$ cat src/rtl/noc_resp_axi_pkg.sv
`default_nettype none
// +------------------------------------------------------------------------+
// | noc_resp_axi_pkg                                                       |
// | Shared constants, FSM encoding and NoC message classification for     |
// | the NoC-response to AXI R/B channel generator.                        |
// | Revision: 1.0                                                          |
// +------------------------------------------------------------------------+
package noc_resp_axi_pkg;

  localparam int c_MSG_LENGTH_WIDTH = 8;
  localparam int c_MSG_TYPE_WIDTH   = 8;
  localparam int c_MSG_LENGTH_LO    = 22;
  localparam int c_MSG_TYPE_LO      = 14;

  localparam logic [c_MSG_TYPE_WIDTH-1:0] c_MSG_TYPE_NC_LOAD_MEM_ACK  = 8'd26;
  localparam logic [c_MSG_TYPE_WIDTH-1:0] c_MSG_TYPE_NC_STORE_MEM_ACK = 8'd27;
  localparam logic [c_MSG_TYPE_WIDTH-1:0] c_MSG_TYPE_NODATA_ACK       = 8'd28;
  localparam logic [c_MSG_TYPE_WIDTH-1:0] c_MSG_TYPE_DATA_ACK         = 8'd29;

  localparam logic [1:0] c_AXI_RESP_OKAY   = 2'b00;
  localparam logic [1:0] c_AXI_RESP_SLVERR = 2'b10;

  typedef logic [1:0] state_t;
  localparam state_t c_ST_HEADER    = 2'd0;
  localparam state_t c_ST_LOAD_DATA = 2'd1;
  localparam state_t c_ST_BRESP     = 2'd2;
  localparam state_t c_ST_DROP      = 2'd3;

  typedef enum logic [1:0] {
    MSG_CLASS_OTHER = 2'd0,
    MSG_CLASS_LOAD  = 2'd1,
    MSG_CLASS_STORE = 2'd2
  } msg_class_e;

  function automatic msg_class_e classify_msg(input logic [c_MSG_TYPE_WIDTH-1:0] msg_type);
    case (msg_type)
      c_MSG_TYPE_DATA_ACK, c_MSG_TYPE_NC_LOAD_MEM_ACK:    return MSG_CLASS_LOAD;
      c_MSG_TYPE_NODATA_ACK, c_MSG_TYPE_NC_STORE_MEM_ACK: return MSG_CLASS_STORE;
      default:                                            return MSG_CLASS_OTHER;
    endcase
  endfunction

endpackage
`default_nettype wire

$ cat src/rtl/sync_fifo.sv
`default_nettype none
// +------------------------------------------------------------------------+
// | sync_fifo                                                              |
// | Single-clock FIFO with show-ahead read data and occupancy counter.    |
// | Revision: 1.0                                                          |
// +------------------------------------------------------------------------+
module sync_fifo #(
  parameter int WIDTH = 8,
  parameter int DEPTH = 4
) (
  input  logic             clk,
  input  logic             rst,
  input  logic             wr_en,
  input  logic [WIDTH-1:0] wr_data,
  output logic             full,
  input  logic             rd_en,
  output logic [WIDTH-1:0] rd_data,
  output logic             empty
);

  localparam int c_AW = (DEPTH > 1) ? $clog2(DEPTH) : 1;
  localparam logic [c_AW-1:0] c_LAST_PTR = c_AW'(DEPTH - 1);
  localparam logic [c_AW:0]   c_FULL_CNT = (c_AW + 1)'(DEPTH);

  logic [WIDTH-1:0] r_mem [DEPTH];
  logic [c_AW-1:0]  r_wr_ptr;
  logic [c_AW-1:0]  r_rd_ptr;
  logic [c_AW:0]    r_count;
  logic             w_push;
  logic             w_pop;

  assign full    = (r_count == c_FULL_CNT);
  assign empty   = (r_count == '0);
  assign rd_data = r_mem[r_rd_ptr];

  // A write while full is accepted only when the head leaves in the same cycle.
  assign w_push = wr_en && (!full || rd_en);
  assign w_pop  = rd_en && !empty;

  always_ff @(posedge clk) begin
    if (w_push) begin
      r_mem[r_wr_ptr] <= wr_data;
    end
  end

  always_ff @(posedge clk or posedge rst) begin
    if (rst) begin
      r_wr_ptr <= '0;
      r_rd_ptr <= '0;
      r_count  <= '0;
    end else begin
      if (w_push) begin
        r_wr_ptr <= (r_wr_ptr == c_LAST_PTR) ? '0 : r_wr_ptr + c_AW'(1);
      end
      if (w_pop) begin
        r_rd_ptr <= (r_rd_ptr == c_LAST_PTR) ? '0 : r_rd_ptr + c_AW'(1);
      end
      case ({w_push, w_pop})
        2'b10:   r_count <= r_count + (c_AW + 1)'(1);
        2'b01:   r_count <= r_count - (c_AW + 1)'(1);
        default: r_count <= r_count;
      endcase
    end
  end

endmodule
`default_nettype wire

$ cat src/rtl/noc_response_axi_gen.sv
`default_nettype none
// +------------------------------------------------------------------------+
// | noc_response_axi_gen                                                   |
// | Converts NoC response messages into AXI R beats / B responses,        |
// | matched in order against a queue of expected transaction types.       |
// | Revision: 1.0                                                          |
// +------------------------------------------------------------------------+
module noc_response_axi_gen
  import noc_resp_axi_pkg::*;
#(
  parameter int NOC_DATA_WIDTH = 64,
  parameter int AXI_DATA_WIDTH = 512,
  parameter int SWAP_ENDIANESS = 1,
  parameter int TXN_DEPTH      = 16,
  parameter int RDATA_DEPTH    = 4
) (
  input  logic                      clk,
  input  logic                      rst,
  input  logic                      noc_valid_in,
  input  logic [NOC_DATA_WIDTH-1:0] noc_data_in,
  output logic                      noc_ready_out,
  input  logic                      txn_valid_in,
  input  logic                      txn_is_store,
  output logic                      txn_ready_out,
  output logic [AXI_DATA_WIDTH-1:0] m_axi_rdata,
  output logic [1:0]                m_axi_rresp,
  output logic                      m_axi_rvalid,
  input  logic                      m_axi_rready,
  output logic [1:0]                m_axi_bresp,
  output logic                      m_axi_bvalid,
  input  logic                      m_axi_bready,
  output logic                      err_unexpected
);

  localparam int c_RATIO  = AXI_DATA_WIDTH / NOC_DATA_WIDTH;
  localparam int c_LANE_W = (c_RATIO > 1) ? $clog2(c_RATIO) : 1;
  localparam int c_BYTES  = NOC_DATA_WIDTH / 8;
  localparam int c_RD_W   = AXI_DATA_WIDTH + 2;
  localparam logic [c_LANE_W-1:0]           c_LANE_LAST = c_LANE_W'(c_RATIO - 1);
  localparam logic [c_MSG_LENGTH_WIDTH-1:0] c_CNT_ONE   = c_MSG_LENGTH_WIDTH'(1);

  state_t                          r_state;
  logic [c_MSG_LENGTH_WIDTH-1:0]   r_msg_len;
  logic [c_MSG_LENGTH_WIDTH-1:0]   r_flit_cnt;
  logic [c_LANE_W-1:0]             r_lane;
  logic [AXI_DATA_WIDTH-1:0]       r_beat;
  logic                            r_bvalid;
  logic [1:0]                      r_bresp;
  logic                            r_err;

  logic [NOC_DATA_WIDTH-1:0]       w_flit_swapped;
  logic [c_MSG_LENGTH_WIDTH-1:0]   w_hdr_len;
  logic [c_MSG_TYPE_WIDTH-1:0]     w_hdr_type;
  msg_class_e                      w_hdr_class;
  logic                            w_hdr_match;
  logic                            w_txn_full;
  logic                            w_txn_empty;
  logic                            w_txn_head;
  logic                            w_txn_avail;
  logic                            w_txn_push;
  logic                            w_txn_pop;
  logic                            w_rd_full;
  logic                            w_rd_empty;
  logic [c_RD_W-1:0]               w_rd_head;
  logic                            w_rd_push;
  logic [c_RD_W-1:0]               w_rd_push_data;
  logic                            w_rd_pop;
  logic                            w_noc_ready;
  logic                            w_noc_fire;
  logic                            w_last_flit;
  logic                            w_lane_last;
  logic [AXI_DATA_WIDTH-1:0]       w_beat_next;

  generate
    if (SWAP_ENDIANESS != 0) begin : g_swap
      for (genvar b = 0; b < c_BYTES; b++) begin : g_byte
        assign w_flit_swapped[8*b +: 8] = noc_data_in[8*(c_BYTES-1-b) +: 8];
      end
    end else begin : g_no_swap
      assign w_flit_swapped = noc_data_in;
    end
  endgenerate

  assign w_hdr_len   = noc_data_in[c_MSG_LENGTH_LO +: c_MSG_LENGTH_WIDTH];
  assign w_hdr_type  = noc_data_in[c_MSG_TYPE_LO +: c_MSG_TYPE_WIDTH];
  assign w_hdr_class = classify_msg(w_hdr_type);
  assign w_txn_avail = !w_txn_empty;
  assign w_hdr_match = w_txn_head ? (w_hdr_class == MSG_CLASS_STORE)
                                  : (w_hdr_class == MSG_CLASS_LOAD);
  assign w_last_flit = ((r_flit_cnt + c_CNT_ONE) == r_msg_len);
  assign w_lane_last = (r_lane == c_LANE_LAST);

  assign txn_ready_out = !w_txn_full && !rst;
  assign w_txn_push    = txn_valid_in && txn_ready_out;

  sync_fifo #(
    .WIDTH (1),
    .DEPTH (TXN_DEPTH)
  ) u_txn_fifo (
    .clk     (clk),
    .rst     (rst),
    .wr_en   (w_txn_push),
    .wr_data (txn_is_store),
    .full    (w_txn_full),
    .rd_en   (w_txn_pop),
    .rd_data (w_txn_head),
    .empty   (w_txn_empty)
  );

  sync_fifo #(
    .WIDTH (c_RD_W),
    .DEPTH (RDATA_DEPTH)
  ) u_rdata_fifo (
    .clk     (clk),
    .rst     (rst),
    .wr_en   (w_rd_push),
    .wr_data (w_rd_push_data),
    .full    (w_rd_full),
    .rd_en   (w_rd_pop),
    .rd_data (w_rd_head),
    .empty   (w_rd_empty)
  );

  always_comb begin
    w_beat_next = r_beat;
    w_beat_next[r_lane*NOC_DATA_WIDTH +: NOC_DATA_WIDTH] = w_flit_swapped;
  end

  always_comb begin
    w_noc_ready    = 1'b0;
    w_txn_pop      = 1'b0;
    w_rd_push      = 1'b0;
    w_rd_push_data = '0;
    case (r_state)
      // A header that answers a load may need an R slot at once; hold it off while R is full.
      c_ST_HEADER:    w_noc_ready = !(w_txn_avail && !w_txn_head && w_rd_full);
      c_ST_LOAD_DATA: w_noc_ready = !w_rd_full;
      c_ST_DROP:      w_noc_ready = 1'b1;
      default:        w_noc_ready = 1'b0;
    endcase
    if (rst) begin
      w_noc_ready = 1'b0;
    end
    w_noc_fire = noc_valid_in && w_noc_ready;

    if ((r_state == c_ST_HEADER) && w_noc_fire && w_txn_avail) begin
      w_txn_pop = 1'b1;
      if (!w_txn_head && (!w_hdr_match || (w_hdr_len == '0))) begin
        w_rd_push      = 1'b1;
        w_rd_push_data = {(w_hdr_match ? c_AXI_RESP_OKAY : c_AXI_RESP_SLVERR),
                          {AXI_DATA_WIDTH{1'b0}}};
      end
    end
    if ((r_state == c_ST_LOAD_DATA) && w_noc_fire && (w_lane_last || w_last_flit)) begin
      w_rd_push      = 1'b1;
      w_rd_push_data = {c_AXI_RESP_OKAY, w_beat_next};
    end
  end

  always_ff @(posedge clk or posedge rst) begin
    if (rst) begin
      r_state    <= c_ST_HEADER;
      r_msg_len  <= '0;
      r_flit_cnt <= '0;
      r_lane     <= '0;
      r_beat     <= '0;
      r_bvalid   <= 1'b0;
      r_bresp    <= c_AXI_RESP_OKAY;
      r_err      <= 1'b0;
    end else begin
      r_err <= 1'b0;
      case (r_state)
        c_ST_HEADER: begin
          if (w_noc_fire) begin
            r_msg_len  <= w_hdr_len;
            r_flit_cnt <= '0;
            r_lane     <= '0;
            r_beat     <= '0;
            if (!w_txn_avail) begin
              r_err   <= 1'b1;
              r_state <= (w_hdr_len != '0) ? c_ST_DROP : c_ST_HEADER;
            end else if (w_txn_head) begin
              r_bvalid <= 1'b1;
              r_bresp  <= w_hdr_match ? c_AXI_RESP_OKAY : c_AXI_RESP_SLVERR;
              r_state  <= c_ST_BRESP;
            end else if (w_hdr_match && (w_hdr_len != '0)) begin
              r_state <= c_ST_LOAD_DATA;
            end else begin
              r_state <= (w_hdr_len != '0) ? c_ST_DROP : c_ST_HEADER;
            end
          end
        end
        c_ST_LOAD_DATA: begin
          if (w_noc_fire) begin
            r_flit_cnt <= r_flit_cnt + c_CNT_ONE;
            if (w_last_flit || w_lane_last) begin
              r_beat <= '0;
              r_lane <= '0;
            end else begin
              r_beat <= w_beat_next;
              r_lane <= r_lane + c_LANE_W'(1);
            end
            if (w_last_flit) begin
              r_state <= c_ST_HEADER;
            end
          end
        end
        c_ST_BRESP: begin
          // Payload of a store ack (or mismatched load ack) is drained only after B completes.
          if (m_axi_bready) begin
            r_bvalid <= 1'b0;
            r_state  <= (r_msg_len != '0) ? c_ST_DROP : c_ST_HEADER;
          end
        end
        c_ST_DROP: begin
          if (w_noc_fire) begin
            r_flit_cnt <= r_flit_cnt + c_CNT_ONE;
            if (w_last_flit) begin
              r_state <= c_ST_HEADER;
            end
          end
        end
        default: r_state <= c_ST_HEADER;
      endcase
    end
  end

  assign w_rd_pop       = m_axi_rvalid && m_axi_rready;
  assign noc_ready_out  = w_noc_ready;
  assign m_axi_rvalid   = !w_rd_empty;
  assign m_axi_rdata    = m_axi_rvalid ? w_rd_head[AXI_DATA_WIDTH-1:0] : '0;
  assign m_axi_rresp    = m_axi_rvalid ? w_rd_head[c_RD_W-1 -: 2] : 2'b00;
  assign m_axi_bvalid   = r_bvalid;
  assign m_axi_bresp    = r_bresp;
  assign err_unexpected = r_err;

endmodule
`default_nettype wire

$ cat config.mk
export PLATFORM = sky130hd
export DESIGN_NAME = noc_response_axi_gen
export DESIGN_NICKNAME = d
export VERILOG_FILES = /design/src/rtl/noc_resp_axi_pkg.sv /design/src/rtl/sync_fifo.sv /design/src/rtl/noc_response_axi_gen.sv
export SDC_FILE = /design/constraint.sdc
export NUM_CORES = 2
export LEC_CHECK = 0
export CAP_MARGIN = 20
export CORE_MARGIN = 8
export CORE_UTILIZATION = 54
export CTS_CLUSTER_DIAMETER = 100
export DETAILED_ROUTE_END_ITERATION = 8
export GPL_ROUTABILITY_DRIVEN = 0
export GPL_TIMING_DRIVEN = 0
export PLACE_DENSITY_LB_ADDON = 0.1
export SYNTH_ARGS = -nofsm -noshare
export SYNTH_HDL_FRONTEND = slang
export SYNTH_SLANG_ARGS = --single-unit
$ cat constraint.sdc
create_clock -name clk -period 18.4 [get_ports clk]
set_input_delay 3.68 -clock clk [delete_from_list [all_inputs] [get_ports clk]]
set_output_delay 3.68 -clock clk [all_outputs]
set_load 0.01 [all_outputs]
# Word level (Yosys, flattened, before mapping)
# Memories as Yosys holds them, arrays and structs flattened.
# Cells that the tools add are included.
dict set report totals {
  ramBits 2072
  out_inout_bits 521
  latchBits 0
  romBits 0
  memories 2
  word_cells 160
  ff_bits 557
}
# memory depth word_bits rd rd_clocked_by_memory_dff wr line
set memory_table {}
lappend memory_table {u_rdata_fifo.r_mem 4 514 1 0 1 sync_fifo.sv:25} ;# logic [WIDTH-1:0] r_mem [DEPTH];
lappend memory_table {u_txn_fifo.r_mem 16 1 1 0 1 sync_fifo.sv:25}
dict set report op_classes {
  n_bitwise 1
  n_shift 2
  n_mul 0
  add_sub_neg 11
  reduce_logical 48
  n_mux 54
  div 0
  eq_ne 28
  order_cmp 0
}
# op n
set ops {}
lappend ops {{two-way mux 512 bit} 4}
lappend ops {{two-way mux 514 bit} 3}
lappend ops {{case mux 512 bit (2 select lines)} 1}
lappend ops {{bitwise mux 512 bit} 1}
lappend ops {{variable shift 64 x 34 -> 512 bit, first input constant} 1}
lappend ops {{indexed part select 64 x 34 -> 512 bit} 1}
lappend ops {{negation 9 -> 34 bit} 1}
lappend ops {{equality test 8 x 5 -> 1 bit, second input constant} 4}
lappend ops {{two-way mux 2 bit} 13}
lappend ops {{two-way mux 1 bit} 17}
lappend ops {{logical AND 1 bit} 16}
lappend ops {{two-way mux 8 bit} 2}
lappend ops {{case mux 8 bit (2 select lines)} 1}
lappend ops {{nonzero test 8 bit} 2}
lappend ops {{equality test 2 bit, second input constant} 7}
lappend ops {{case mux 3 bit (2 select lines)} 2}
lappend ops {{!= test 2 bit, second input constant} 5}
lappend ops {{case mux 5 bit (2 select lines)} 1}
lappend ops {{nonzero test 2 bit} 5}
lappend ops {{two-way mux 3 bit} 3}
lappend ops {{adder 4 x 1 -> 4 bit, second input constant} 2}
lappend ops {{adder 8 x 1 -> 8 bit, second input constant} 1}
lappend ops {{equality test 2 x 1 -> 1 bit, second input constant} 4}
lappend ops {{equality test 4 bit, second input constant} 2}
lappend ops {{other kinds (26)} 45}

# Longest topological paths before layout
dict set report depth {
  depth_word 15
  depth_mapped 14
}

# Cells and area by module
# From an unflattened synthesis, not the netlist that was laid out.
dict set report hier_totals {
  cells_unflattened 6215
  hier_area_um2 106616.0
}
# mod seq_area_each_um2 area_each_um2 cells_each n_inst
set by_module_without_submodules {}
lappend by_module_without_submodules {{sync_fifo at u_rdata_fifo} 61914.4 74552.8 2727 1}
lappend by_module_without_submodules {noc_response_axi_gen 13412.9 30506.8 3364 1}
lappend by_module_without_submodules {{sync_fifo at u_txn_fifo} 805.8 1556.5 124 1}

# Least setup slack after synthesis
# No wires, ideal clock.
dict set report synth_timing {
  path_kind {input to register}
  startpoint {input rst}
  endpoint {memory u_rdata_fifo.r_mem[0][0] (netlist bit), enable pin}
  arrival_ns 29.627
  required_time_ns 17.455
  slack_ns -12.172
  setup_time_ns 0.945
  stages 6
  n_path_buf 0
  cell_sequence {inv_1 > nand3_1 > a2111oi_0 > nand3_1 > o21ai_1 > and2_1}
}
dict set report synth_between {
  elab_chain_len 9
  word_cells_on_any_way 11
  cone_classes {5 x mux; 6 x reduce/logical}
}
# item line
set synth_lines {}
lappend synth_lines {{start, declared} noc_response_axi_gen.sv:18} ;# input logic rst,
lappend synth_lines {{two-way mux 1 bit *} noc_response_axi_gen.sv:141} ;# if (rst) begin
lappend synth_lines {{logical AND 1 bit *} noc_response_axi_gen.sv:144} ;# w_noc_fire = noc_valid_in && w_noc_ready;
lappend synth_lines {{logical AND 1 bit (2 in a row)} noc_response_axi_gen.sv:146} ;# if ((r_state == c_ST_HEADER) && w_noc_fire && w_txn_avail) begin
lappend synth_lines {{two-way mux 1 bit} noc_response_axi_gen.sv:146}
lappend synth_lines {{two-way mux 1 bit *} noc_response_axi_gen.sv:154} ;# if ((r_state == c_ST_LOAD_DATA) && w_noc_fire && (w_lane_last || w_last_flit)) begin
lappend synth_lines {{logical AND 1 bit *} sync_fifo.sv:37} ;# assign w_push = wr_en && (!full || rd_en);
lappend synth_lines {{two-way mux 1 bit *} sync_fifo.sv:41} ;# if (w_push) begin
lappend synth_lines {{two-way mux 1 bit (not written as such) *} sync_fifo.sv:42} ;# r_mem[r_wr_ptr] <= wr_data;
lappend synth_lines {{end, declared} sync_fifo.sv:25}
# Every way passes the cells marked *; elsewhere a longest branch is shown, timed or not.

# Final worst setup path
dict set report layout_timing {
  startpoint {input rst}
  endpoint {output noc_ready_out}
}
dict set report layout_between {
  elab_chain_len 1
}
# item line
set layout_lines {}
lappend layout_lines {{two-way mux 1 bit} noc_response_axi_gen.sv:141}
lappend layout_lines {{end, declared} noc_response_axi_gen.sv:21} ;# output logic noc_ready_out,
# Every way passes these cells.

==> impl_metrics.yaml <==
run_status:
  status: "complete, no violations"
setup_path:
  reg2reg_slack_ns: 13.12
  r2r_end: "u_rdata_fifo.r_mem[3][83]"
  startpoint_type: "primary input"
  path_class: "primary input to output pin"
  reg2reg_from: "r_flit_cnt[0]"
  critical_path_arrival_ns: 5.24
  r2r_cells: 12
  cp.required_ns: 14.72
  critPathMaxFanout: 4
  critPathCaptureType: "output pin"
timing:
  clock_skew_ns: 0.0456
  setup_tns_ns: 0
  rsz0062_at_grt: "false"
  max_slew.worst_pin.slew_ns: 1.25
  final-max-slew-violation-count: 0
  setup_violations: 0
  clock.fmax_mhz: 112
  timing.slew.headroom_pct: 16.8
  hold_viol: 0
  post-route-period-util_pct: 48.5
  final.min_clock_period_ns: 8.92
  fin_ws_ns: 9.48
placement:
  dp.final_hpwl_microns: 225000
  portBuffers: 546
  placed_area_sq_um: 118000
  place_ws_ns: 9.26
  dp.cells: 10100
hold_path:
  hold_depth: 1
  worstHoldStart: "u_rdata_fifo.r_count[2]"
  whs_endpoint: "u_rdata_fifo.r_count[2]"
  worstHoldPathType: "register to register"
drt:
  drtPass1Iterations: 9
  wl_microns: 324000
  via_count: 66000
  dr.first_iter.drc_count: 7980
  wl_per_cell_microns: 30.6
  vias_per_cell: 6.23
  drcViolationCount: 0
  ant_nets: 0
flow_run:
  maxCapViolCount: 0
final_layout:
  layout_commonest_cell: "edfxtp_1"
  fin_cells: 10600
  nets: 7800
  layout_common_cells: "edfxtp_1 (2,068), dfrtp_1 (556), nand2_1 (551), clkdlybuf4s50_1 (546), and2_1 (529)"
  drive_above_1_share_pct: 16.0
  area_delta_synth_final_pct: 18.6
  stdcell_area_sq_um: 128000
cts:
  cts.sinks: 2624
  cts_setup_buffers: 0
  hold_buffers: 0
  cts_buffers: 283
  cts_tree: "built"
  cts-root-buf: "clkbuf_16"
  clockBufferDepth: 4
  clk_pin_slew_worst_paths_ns: 0.06
  clk_latency_ns: 0.93
  cts_resized: 0
  cts-htree-levels: 5
floorplan:
  die_y_microns: 462
  start_util_pct: 54.1
  die_area_sq_um: 214000
  rows: 164
  die_x_microns: 462
  core_area_sq_um: 199000
  pin_count: 592
grt:
  use_met2_pct: 45.2
  gr-usage-met3_pct: 6.26
  grtUsageMet1_pct: 41.1
  grt_pass1_vias: 65400
  grt_pass1_wl_microns: 463000
  grt_use_total_pct: 29.6
  grt_busiest_layer: "met2"
  grt_max_degree: 58
  gr-total-overflow: 0
  antenna_found_initial: 53
power:
  powerDensity_nw_per_um2: 145
  leakagePower_nw: 44.0
  max-vdd-ir-drop_v: 0.0000873
yosys:
  synth_cell_types: 77
  synth_seq_cells: 2624
  seq_area_frac_synth_pct: 70.6
  async_reset_ff_share_pct: 21.2
  synth_edf_count: 2068
  syn_area_sq_um: 108000
  avgSynthCellArea_sq_um: 15.9
  postSynthCellCount: 6767
  synthFlopType: "edfxtp_1"
  synth_warnings: 0
-- cells in the mapped netlist (3+ instances only) --
library cell | instances | area, sq um
o22ai_1 | 12 | 75.1
edfxtp_1 | 2068 | 62100
and3_1 | 13 | 81.3
o21ai_0 | 15 | 75.1
buf_4 | 7 | 52.6
nor2_1 | 498 | 1870
buf_6 | 27 | 304
or2_2 | 3 | 18.8
or3_1 | 3 | 18.8
a311o_1 | 7 | 70.1
nor3_1 | 5 | 25.0
a21oi_1 | 520 | 2600
a211o_1 | 4 | 35.0
nor2b_1 | 6 | 37.5
xnor2_1 | 9 | 78.8
nor3_4 | 4 | 65.1
a21o_1 | 4 | 30.0
a31oi_1 | 5 | 31.3
buf_2 | 114 | 571
nand3_1 | 162 | 811
and2_1 | 533 | 3330
o22ai_2 | 52 | 651
a32o_1 | 80 | 801
nor4_1 | 6 | 37.5
clkbuf_1 | 324 | 1220
dfrtp_1 | 556 | 13900
o2bb2ai_1 | 176 | 1540
mux4_2 | 515 | 11600
inv_1 | 87 | 327
ha_1 | 23 | 288
mux2i_1 | 5 | 50.1
xor2_1 | 10 | 87.6
nand2b_1 | 5 | 31.3
buf_1 | 96 | 360
mux2_2 | 14 | 158
a22o_1 | 195 | 1710
nor4b_1 | 3 | 26.3
nand2_1 | 551 | 2070
-- cells by family (layout without fill, tap and decap cells) --
kind of cell	Yosys count	count (layout)	synth area share, %
and+or+nand+nor	1813	1813	8.00
other	1	21	0.00348
xor gates and xnor gates	19	19	0.155
muxes	534	534	11.0
AOI/OAI and AO/OA	1096	1096	7.31
adders and majority gates	25	25	0.305
DFF	2624	2624	70.6
buffers and inverters	655	1797	2.63
-- routing by layer --
layer / part of all wire (%) / vias to the layer above
li1: - / 27600
met1: 39 / 34200
met2: 46 / 3554
met3: 9.7 / 597
met4: 5.5 / 16
met5: 0.035 / -
-- critical path: stages --
cell and delay (ns):
clkdlybuf4s50_1 0.53, a211oi_1 0.40, clkdlybuf4s50_1 0.62
-- final cells by class --
type,count,area [sq um]
diodes,19,47.5
plain buffers,568,2540
clock buffers,397,7920
clock inverters,94,933
fillers,14300,71200
inverters,87,330
multi-input cells,3489,28800
flip-flops and latches,2624,76000
well taps,2656,3320
repair buffers,651,7710
-- worst max-delay path by stage --
stage	startpoint	end	slack, ns
after detailed placement	noc_data_in[27]	u_rdata_fifo.r_mem[3][79]	9.26
final	rst	noc_ready_out	9.48
after global placement	rst	u_rdata_fifo.r_mem[3][15]	-9.05
after global routing	rst	noc_ready_out	9.41
after floorplan	rst	u_rdata_fifo.r_mem[0][0]	0.39
after CTS	u_rdata_fifo.r_rd_ptr[0]	m_axi_rdata[290]	9.40
-- power by group --
| part | total, mW | leakage (nW) | internal [mW] | switching [mW] |
|---|---|---|---|---|
| clock | 5.50 | 4.33 | 3.25 | 2.25 |
| sequential | 6.76 | 28.0 | 6.64 | 0.120 |
| combinational | 6.27 | 11.6 | 2.71 | 3.57 |
-- through the flow --
stage	util, %	power, mW	hold slack, ns
CTS	64.0	18.6	0.479
floorplan	-	10.1	0.447
finish	64.2	18.5	0.479
global placement	58.6	13.1	0.464
global route	64.2	19.2	0.500
detailed placement	59.6	13.2	0.470
-- state kept, by name (all words and copies together) (netlist names), 3 cells and up --
| signal | count |
|---|---|
| u_rdata_fifo.r_count | 3 |
| u_txn_fifo.r_count | 5 |
| r_flit_cnt | 8 |
| r_msg_len | 8 |
| u_txn_fifo.r_mem | 16 |
| r_beat | 512 |
| u_txn_fifo.r_wr_ptr | 4 |
| r_lane | 3 |
| u_txn_fifo.r_rd_ptr | 4 |
| u_rdata_fifo.r_mem | 2052 |
Note: power is estimated with default switching activity, not from simulation.
